<file path="config.mk">
export PLATFORM = sky130hd
export DESIGN_NAME = gpio_apb_arb_flat
export DESIGN_NICKNAME = d
export VERILOG_FILES = /design/src/rtl/gpio_apb_arb_if.sv /design/src/rtl/gpio_apb_arb.sv /design/src/flat_wrapper.sv
export SDC_FILE = /design/constraint.sdc
export NUM_CORES = 1
export LEC_CHECK = 0
export CAP_MARGIN = 30
export CORE_MARGIN = 3
export CORE_UTILIZATION = 38
export DETAILED_ROUTE_END_ITERATION = 10
export PLACE_DENSITY_LB_ADDON = 0.08
export SETUP_SLACK_MARGIN = 0.1
export SYNTH_ARGS = -nofsm -noshare
export SYNTH_HDL_FRONTEND = slang
export SYNTH_SLANG_ARGS = --single-unit
</file>
<file path="constraint.sdc">
create_clock -name pclk -period 1.75 [get_ports pclk]
set_input_delay 0.175 -clock pclk [delete_from_list [all_inputs] [get_ports pclk]]
set_output_delay 0.175 -clock pclk [all_outputs]
set_load 0.03 [all_outputs]
</file>
<file path="src/rtl/gpio_apb_arb_if.sv">
// Bundles the requester vld/ack bus and the APB master port of gpio_apb_arb.
// When GPIO_APB_ARB_LOCK_EN is defined, the bundle also carries the per-requester req_lock.
interface gpio_apb_arb_if #(
   parameter int NREQ = 2,
   parameter int IDW  = 2
);
   logic [NREQ-1:0]    req_vld;
   logic [NREQ-1:0]    req_write;
   logic [NREQ*5-1:0]  req_addr;
   logic [NREQ*32-1:0] req_wdata;
`ifdef GPIO_APB_ARB_LOCK_EN
   logic [NREQ-1:0]    req_lock;
`endif
   logic [NREQ-1:0]    req_ack;
   logic [31:0]        req_rdata;
   logic               arb_busy;
   logic [IDW-1:0]     arb_gnt_id;
   logic               psel;
   logic               penable;
   logic               pwrite;
   logic [4:0]         paddr;
   logic [31:0]        pwdata;
   logic [31:0]        prdata;

   // slave: the arbiter itself; master: requesters plus the gpio register block
   modport slave (
`ifdef GPIO_APB_ARB_LOCK_EN
      input  req_lock,
`endif
      input  req_vld, req_write, req_addr, req_wdata, prdata,
      output req_ack, req_rdata, arb_busy, arb_gnt_id,
      output psel, penable, pwrite, paddr, pwdata
   );

   modport master (
`ifdef GPIO_APB_ARB_LOCK_EN
      output req_lock,
`endif
      output req_vld, req_write, req_addr, req_wdata, prdata,
      input  req_ack, req_rdata, arb_busy, arb_gnt_id,
      input  psel, penable, pwrite, paddr, pwdata
   );
endinterface

</file>
<file path="src/rtl/gpio_apb_arb.sv">
// Round-robin arbiter running one APB setup+access transfer per grant into the gpio block.
// Define GPIO_APB_ARB_LOCK_EN to add req_lock: a bounded back-to-back re-grant of the same requester.
module gpio_apb_arb #(
   parameter int NREQ = 2,
   parameter int IDW  = 2
) (
   input  logic          pclk,
   input  logic          presetn,
   gpio_apb_arb_if.slave bus
);
   typedef enum logic [1:0] {IDLE, SETUP, ACCESS, DONE} state_t;

   localparam int LOCK_MAX = 4;

   state_t           state_reg, state_next;
   logic [IDW-1:0]   ptr_reg, ptr_next;
   logic [IDW-1:0]   gnt_reg, gnt_next;
   logic             psel_reg, psel_next;
   logic             penable_reg, penable_next;
   logic             pwrite_reg, pwrite_next;
   logic [4:0]       paddr_reg, paddr_next;
   logic [31:0]      pwdata_reg, pwdata_next;
   logic [31:0]      rdata_reg, rdata_next;
   logic [NREQ-1:0]  ack_reg, ack_next;
   logic             busy_reg, busy_next;
`ifdef GPIO_APB_ARB_LOCK_EN
   logic             lock_pend_reg, lock_pend_next;
   logic [2:0]       run_reg, run_next;
`endif

   logic [4:0]       addr_arr  [NREQ];
   logic [31:0]      wdata_arr [NREQ];
   logic [NREQ-1:0]  gnt_oh;
   logic [IDW-1:0]   rr_win;
   logic             rr_found;
   logic [IDW-1:0]   win;
   logic             adv;

   generate
      for (genvar gi = 0; gi < NREQ; gi++) begin : g_unpack
         assign addr_arr[gi]  = bus.req_addr[5*gi +: 5];
         assign wdata_arr[gi] = bus.req_wdata[32*gi +: 32];
      end
   endgenerate

   assign gnt_oh = {{(NREQ-1){1'b0}}, 1'b1} << gnt_reg;

   // First valid requester at or after the pointer, wrapping at NREQ (not at 2**IDW).
   always_comb begin
      rr_found = 1'b0;
      rr_win   = '0;
      for (int k = 0; k < NREQ; k++) begin
         if (!rr_found && bus.req_vld[(int'(ptr_reg) + k) % NREQ]) begin
            rr_found = 1'b1;
            rr_win   = IDW'((int'(ptr_reg) + k) % NREQ);
         end
      end
   end

   always_comb begin
      state_next   = state_reg;
      ptr_next     = ptr_reg;
      gnt_next     = gnt_reg;
      psel_next    = psel_reg;
      penable_next = penable_reg;
      pwrite_next  = pwrite_reg;
      paddr_next   = paddr_reg;
      pwdata_next  = pwdata_reg;
      rdata_next   = rdata_reg;
      ack_next     = '0;
      win          = rr_win;
      adv          = 1'b1;
`ifdef GPIO_APB_ARB_LOCK_EN
      lock_pend_next = lock_pend_reg;
      run_next       = run_reg;
`endif
      case (state_reg)
         IDLE: begin
`ifdef GPIO_APB_ARB_LOCK_EN
            lock_pend_next = 1'b0;
`endif
            if (|bus.req_vld) begin
`ifdef GPIO_APB_ARB_LOCK_EN
               run_next = 3'd1;
               // A locked re-grant leaves the pointer where the last normal grant put it.
               if (lock_pend_reg && |(bus.req_vld & gnt_oh)) begin
                  win      = gnt_reg;
                  adv      = 1'b0;
                  run_next = run_reg + 3'd1;
               end
`endif
               gnt_next = win;
               if (adv) begin
                  ptr_next = (int'(win) == NREQ - 1) ? '0 : win + 1'b1;
               end
               for (int k = 0; k < NREQ; k++) begin
                  if (int'(win) == k) begin
                     pwrite_next = bus.req_write[k];
                     paddr_next  = addr_arr[k];
                     pwdata_next = wdata_arr[k];
                  end
               end
               psel_next  = 1'b1;
               state_next = SETUP;
            end
         end
         SETUP: begin
            penable_next = 1'b1;
            state_next   = ACCESS;
         end
         ACCESS: begin
            psel_next    = 1'b0;
            penable_next = 1'b0;
            ack_next     = gnt_oh;
            rdata_next   = pwrite_reg ? 32'h0 : bus.prdata;
            state_next   = DONE;
         end
         DONE: begin
            state_next = IDLE;
`ifdef GPIO_APB_ARB_LOCK_EN
            lock_pend_next = |(bus.req_lock & gnt_oh) && (run_reg < 3'(LOCK_MAX));
`endif
         end
         default: state_next = IDLE;
      endcase
   end

   assign busy_next = (state_next != IDLE);

   always_ff @(posedge pclk or negedge presetn) begin
      if (!presetn) begin
         state_reg   <= IDLE;
         ptr_reg     <= '0;
         gnt_reg     <= '0;
         psel_reg    <= 1'b0;
         penable_reg <= 1'b0;
         pwrite_reg  <= 1'b0;
         paddr_reg   <= '0;
         pwdata_reg  <= '0;
         rdata_reg   <= '0;
         ack_reg     <= '0;
         busy_reg    <= 1'b0;
`ifdef GPIO_APB_ARB_LOCK_EN
         lock_pend_reg <= 1'b0;
         run_reg       <= '0;
`endif
      end else begin
         state_reg   <= state_next;
         ptr_reg     <= ptr_next;
         gnt_reg     <= gnt_next;
         psel_reg    <= psel_next;
         penable_reg <= penable_next;
         pwrite_reg  <= pwrite_next;
         paddr_reg   <= paddr_next;
         pwdata_reg  <= pwdata_next;
         rdata_reg   <= rdata_next;
         ack_reg     <= ack_next;
         busy_reg    <= busy_next;
`ifdef GPIO_APB_ARB_LOCK_EN
         lock_pend_reg <= lock_pend_next;
         run_reg       <= run_next;
`endif
      end
   end

   assign bus.psel       = psel_reg;
   assign bus.penable    = penable_reg;
   assign bus.pwrite     = pwrite_reg;
   assign bus.paddr      = paddr_reg;
   assign bus.pwdata     = pwdata_reg;
   assign bus.req_ack    = ack_reg;
   assign bus.req_rdata  = rdata_reg;
   assign bus.arb_busy   = busy_reg;
   assign bus.arb_gnt_id = gnt_reg;
endmodule

</file>
<file path="src/flat_wrapper.sv">
// flat-port wrapper written by rule: the top's interface ports become plain ports
module gpio_apb_arb_flat 
#(
   parameter int NREQ = 2,
   parameter int IDW  = 2
)
  (pclk, presetn, bus_req_vld, bus_req_write, bus_req_addr, bus_req_wdata, bus_prdata, bus_req_ack, bus_req_rdata, bus_arb_busy, bus_arb_gnt_id, bus_psel, bus_penable, bus_pwrite, bus_paddr, bus_pwdata);
  gpio_apb_arb_if #(.NREQ(NREQ), .IDW(IDW)) bus_i ();
  input  logic pclk;
  input  logic presetn;
  input wire logic [$bits(bus_i.req_vld)-1:0] bus_req_vld;
  input wire logic [$bits(bus_i.req_write)-1:0] bus_req_write;
  input wire logic [$bits(bus_i.req_addr)-1:0] bus_req_addr;
  input wire logic [$bits(bus_i.req_wdata)-1:0] bus_req_wdata;
  input wire logic [$bits(bus_i.prdata)-1:0] bus_prdata;
  output wire logic [$bits(bus_i.req_ack)-1:0] bus_req_ack;
  output wire logic [$bits(bus_i.req_rdata)-1:0] bus_req_rdata;
  output wire logic [$bits(bus_i.arb_busy)-1:0] bus_arb_busy;
  output wire logic [$bits(bus_i.arb_gnt_id)-1:0] bus_arb_gnt_id;
  output wire logic [$bits(bus_i.psel)-1:0] bus_psel;
  output wire logic [$bits(bus_i.penable)-1:0] bus_penable;
  output wire logic [$bits(bus_i.pwrite)-1:0] bus_pwrite;
  output wire logic [$bits(bus_i.paddr)-1:0] bus_paddr;
  output wire logic [$bits(bus_i.pwdata)-1:0] bus_pwdata;
  assign bus_i.req_vld = bus_req_vld;
  assign bus_i.req_write = bus_req_write;
  assign bus_i.req_addr = bus_req_addr;
  assign bus_i.req_wdata = bus_req_wdata;
  assign bus_i.prdata = bus_prdata;
  assign bus_req_ack = bus_i.req_ack;
  assign bus_req_rdata = bus_i.req_rdata;
  assign bus_arb_busy = bus_i.arb_busy;
  assign bus_arb_gnt_id = bus_i.arb_gnt_id;
  assign bus_psel = bus_i.psel;
  assign bus_penable = bus_i.penable;
  assign bus_pwrite = bus_i.pwrite;
  assign bus_paddr = bus_i.paddr;
  assign bus_pwdata = bus_i.pwdata;
  gpio_apb_arb #(.NREQ(NREQ), .IDW(IDW)) u_core (.pclk(pclk), .presetn(presetn), .bus(bus_i));
endmodule
</file>
==> impl_metrics.json <==
{
  "status": "finished, final reports clean",
  "synth-seq-cells": 79,
  "regToRegSetupSlack_ns": 0.19,
  "first_global_vias": 3002,
  "final_cell_mix": "184 x clkdlybuf4s50_1, 79 x dfrtp_1, 38 x a221o_1, 36 x inv_1, 32 x o21ai_0",
  "clock_latency_ns": 0.34,
  "synth_seq_area_share_pct": 59.35,
  "postCtsSetupRepairBufs": 0,
  "antenna_cells": 0,
  "setup_viol": 0,
  "wire_per_inst_um": 15.92,
  "crit_path_max_fanout": 2,
  "cts_tree": "built",
  "period_minus_slack_ns": 1.589,
  "crit_type": "reg -> out",
  "yosysUniqueCellTypes": 24,
  "cts_root_buffer": "clkbuf_8",
  "hold_viol_final": 0,
  "ios": 189,
  "syn_avg_cell_area_um2": 11.21,
  "hold_class": "in -> async",
  "slew_violations": 0,
  "clkTransAtPathRegs_ns": 0.09,
  "yosysTopAreaCellShare_pct": 59.35,
  "r2r_cells": 6,
  "finalSetupTns_ns": 0,
  "place_hpwl_mm": 6.911,
  "synth_area_um2": 3331,
  "cp_top_family": "buffers and inverters",
  "ant_nets": 0,
  "ys_warn_count": 0,
  "layout-drive-gt1-share_pct": 6.735,
  "worstSetupStartpointType": "flop",
  "synth_area_leaders": "dfrtp_1 59%, a221o_1 11%, and2_0 5.3%",
  "grt_antenna_before_repair": 0,
  "synth_adder_area_share_pct": 0.7513,
  "dpl_cell_area_um2": 5306,
  "finalInstanceArea_um2": 5552,
  "first_iter_violations": 108,
  "reg2reg_to": "u_core.bus.pwdata[27]$_DFFE_PN0P_",
  "start_util_pct": 39.74,
  "end_kind": "primary output",
  "grt_pass1_wl_mm": 15.04,
  "synth_top_area_cell": "dfrtp_1",
  "cts_made_buffers": 9,
  "p_leak_uw": 0.002376,
  "synth-xor-area-share_pct": 0,
  "fin_crit_sh_pct": 90.82,
  "fp.dieW_um": 99.62,
  "die_h_um": 99.62,
  "nets": 599,
  "clock_skew_ns": 0.01384,
  "portBuffers": 187,
  "ys.flop_type": "dfrtp_1",
  "worst_ep_required_time_ns": 1.57,
  "core-area_um2": 8382,
  "r2r-start": "u_core.state_reg[0]$_DFF_PN0_",
  "num-fill-cells": 691,
  "cts.sinks": 79,
  "syn_nets": 411,
  "crit_chain": "clkdlybuf4s50_1",
  "slowest_stage": "clkdlybuf4s50_1",
  "ir_worst_vdd_mv": 0.8489,
  "powerDensity_nw_per_um2": 1843,
  "syn_to_final_growth_pct": 66.68,
  "dr.pass1.iters": 4,
  "clk_path_buf_depth": 2,
  "track_usage_pct": 19.17,
  "synthMuxAreaShare_pct": 0.3005,
  "row_count": 33,
  "cap_violations": 0,
  "crit_path_max_incr_delay_ns": 0.72,
  "fin_util_pct": 66.23,
  "max_freq_mhz": 629.2,
  "dieArea_um2": 9924,
  "via_per_inst": 4.813,
  "drt-total-wl_mm": 9.471,
  "grt_start_max_net_pins": 52,
  "path_buf_inv": 1,
  "hold_ws_ns": 0.2851,
  "synth-edff-count": 0,
  "drc": 0,
  "dr_total_vias": 2864,
  "synth_compound_area_share_pct": 17.77,
  "synth_cells": 297,
  "synthArstFlopShare_pct": 100.0,
  "synthSimpleGateAreaFrac_pct": 13.45,
  "critical_path_arrival_ns": 1.41,
  "final_common_cell": "clkdlybuf4s50_1",
  "synth_top_family_by_area": "compound AO/OA/AOI/OAI gates",
  "overflow": 0,
  "cts_max_level": 3,
  "rsz0062_at_grt": "yes",
  "gp_congestion": 0.7555
}
==> kinds of logic (layout without fill, tap and decap cells) <==
family	Yosys count	count (layout)
and+or+nand+nor	80	80
DFF	79	79
AOI/OAI and AO/OA	77	77
buffers and inverters	57	250
adders and majority gates	2	2
other	1	1
muxes	1	1
==> Yosys cell counts, types with 4 or more instances <==
master    number
a221o_1       38
and2_0        28
and2_1        11
buf_2          7
buf_4          4
buf_6          5
clkbuf_1       5
dfrtp_1       79
inv_1         36
nand2_1       25
nand3b_1      10
o21ai_0       32
==> metrics by stage <==
step | worst slack [ns] | total power [µW] | std cells
after floorplan | 0.2658 | 6407 | 297
after global placement | 0.1423 | 8663 | 578
after detailed placement | 0.1057 | 8780 | 578
after CTS | 0.1237 | 10340 | 595
after global routing | 0.07186 | 10860 | 595
final | 0.1607 | 10230 | 595
==> worst max-delay path by stage <==
stage	cells after the start	startpoint	end	slack, ns
detailed placement	5	bus_req_vld[1]	u_core.bus.pwdata[7]$_DFFE_PN0P_	0.11
finish	1	u_core.bus.pwdata[10]$_DFFE_PN0P_	bus_pwdata[10]	0.16
CTS	6	u_core.state_reg[0]$_DFF_PN0_	u_core.bus.pwdata[11]$_DFFE_PN0P_	0.12
floorplan	7	u_core.state_reg[0]$_DFF_PN0_	u_core.bus.pwdata[10]$_DFFE_PN0P_	0.27
global route	6	u_core.state_reg[0]$_DFF_PN0_	u_core.bus.pwdata[6]$_DFFE_PN0P_	0.07
global placement	5	bus_req_vld[1]	u_core.bus.pwdata[1]$_DFFE_PN0P_	0.14
==> cell type report <==
| type | instances | area, µm² | share of cell area, % |
|---|---|---|---|
| well taps | 105 | 131.4 | 2.366 |
| clock inverters | 6 | 92.59 | 1.668 |
| flip-flops and latches | 79 | 1977 | 35.61 |
| repair buffers | 198 | 1981 | 35.68 |
| inverters | 36 | 135.1 | 2.434 |
| clock buffers | 10 | 137.6 | 2.479 |
| multi-input cells | 161 | 1097 | 19.77 |
==> where the power goes <==
group / leakage, µW / internal [µW] / switching [µW]
combinational: 0.00128 / 2500 / 3060
clock: 0.000109 / 850 / 687
sequential: 0.000989 / 2660 / 471
==> layer usage <==
metal	track usage (%)	part of all wire [%]
met5	0	0
met4	4.727	1.0
met3	6.522	9.1
met2	32.13	49
met1	23.88	41
==> repair_timing <==
action / CTS / global route
endpoints found under the setup margin: 1 / 61
endpoints found under the hold margin: 28 / 0
resized for setup: 1 / 3
hold buffers: 1 / 0
No activity file was read; power rests on OpenSTA's default activity.
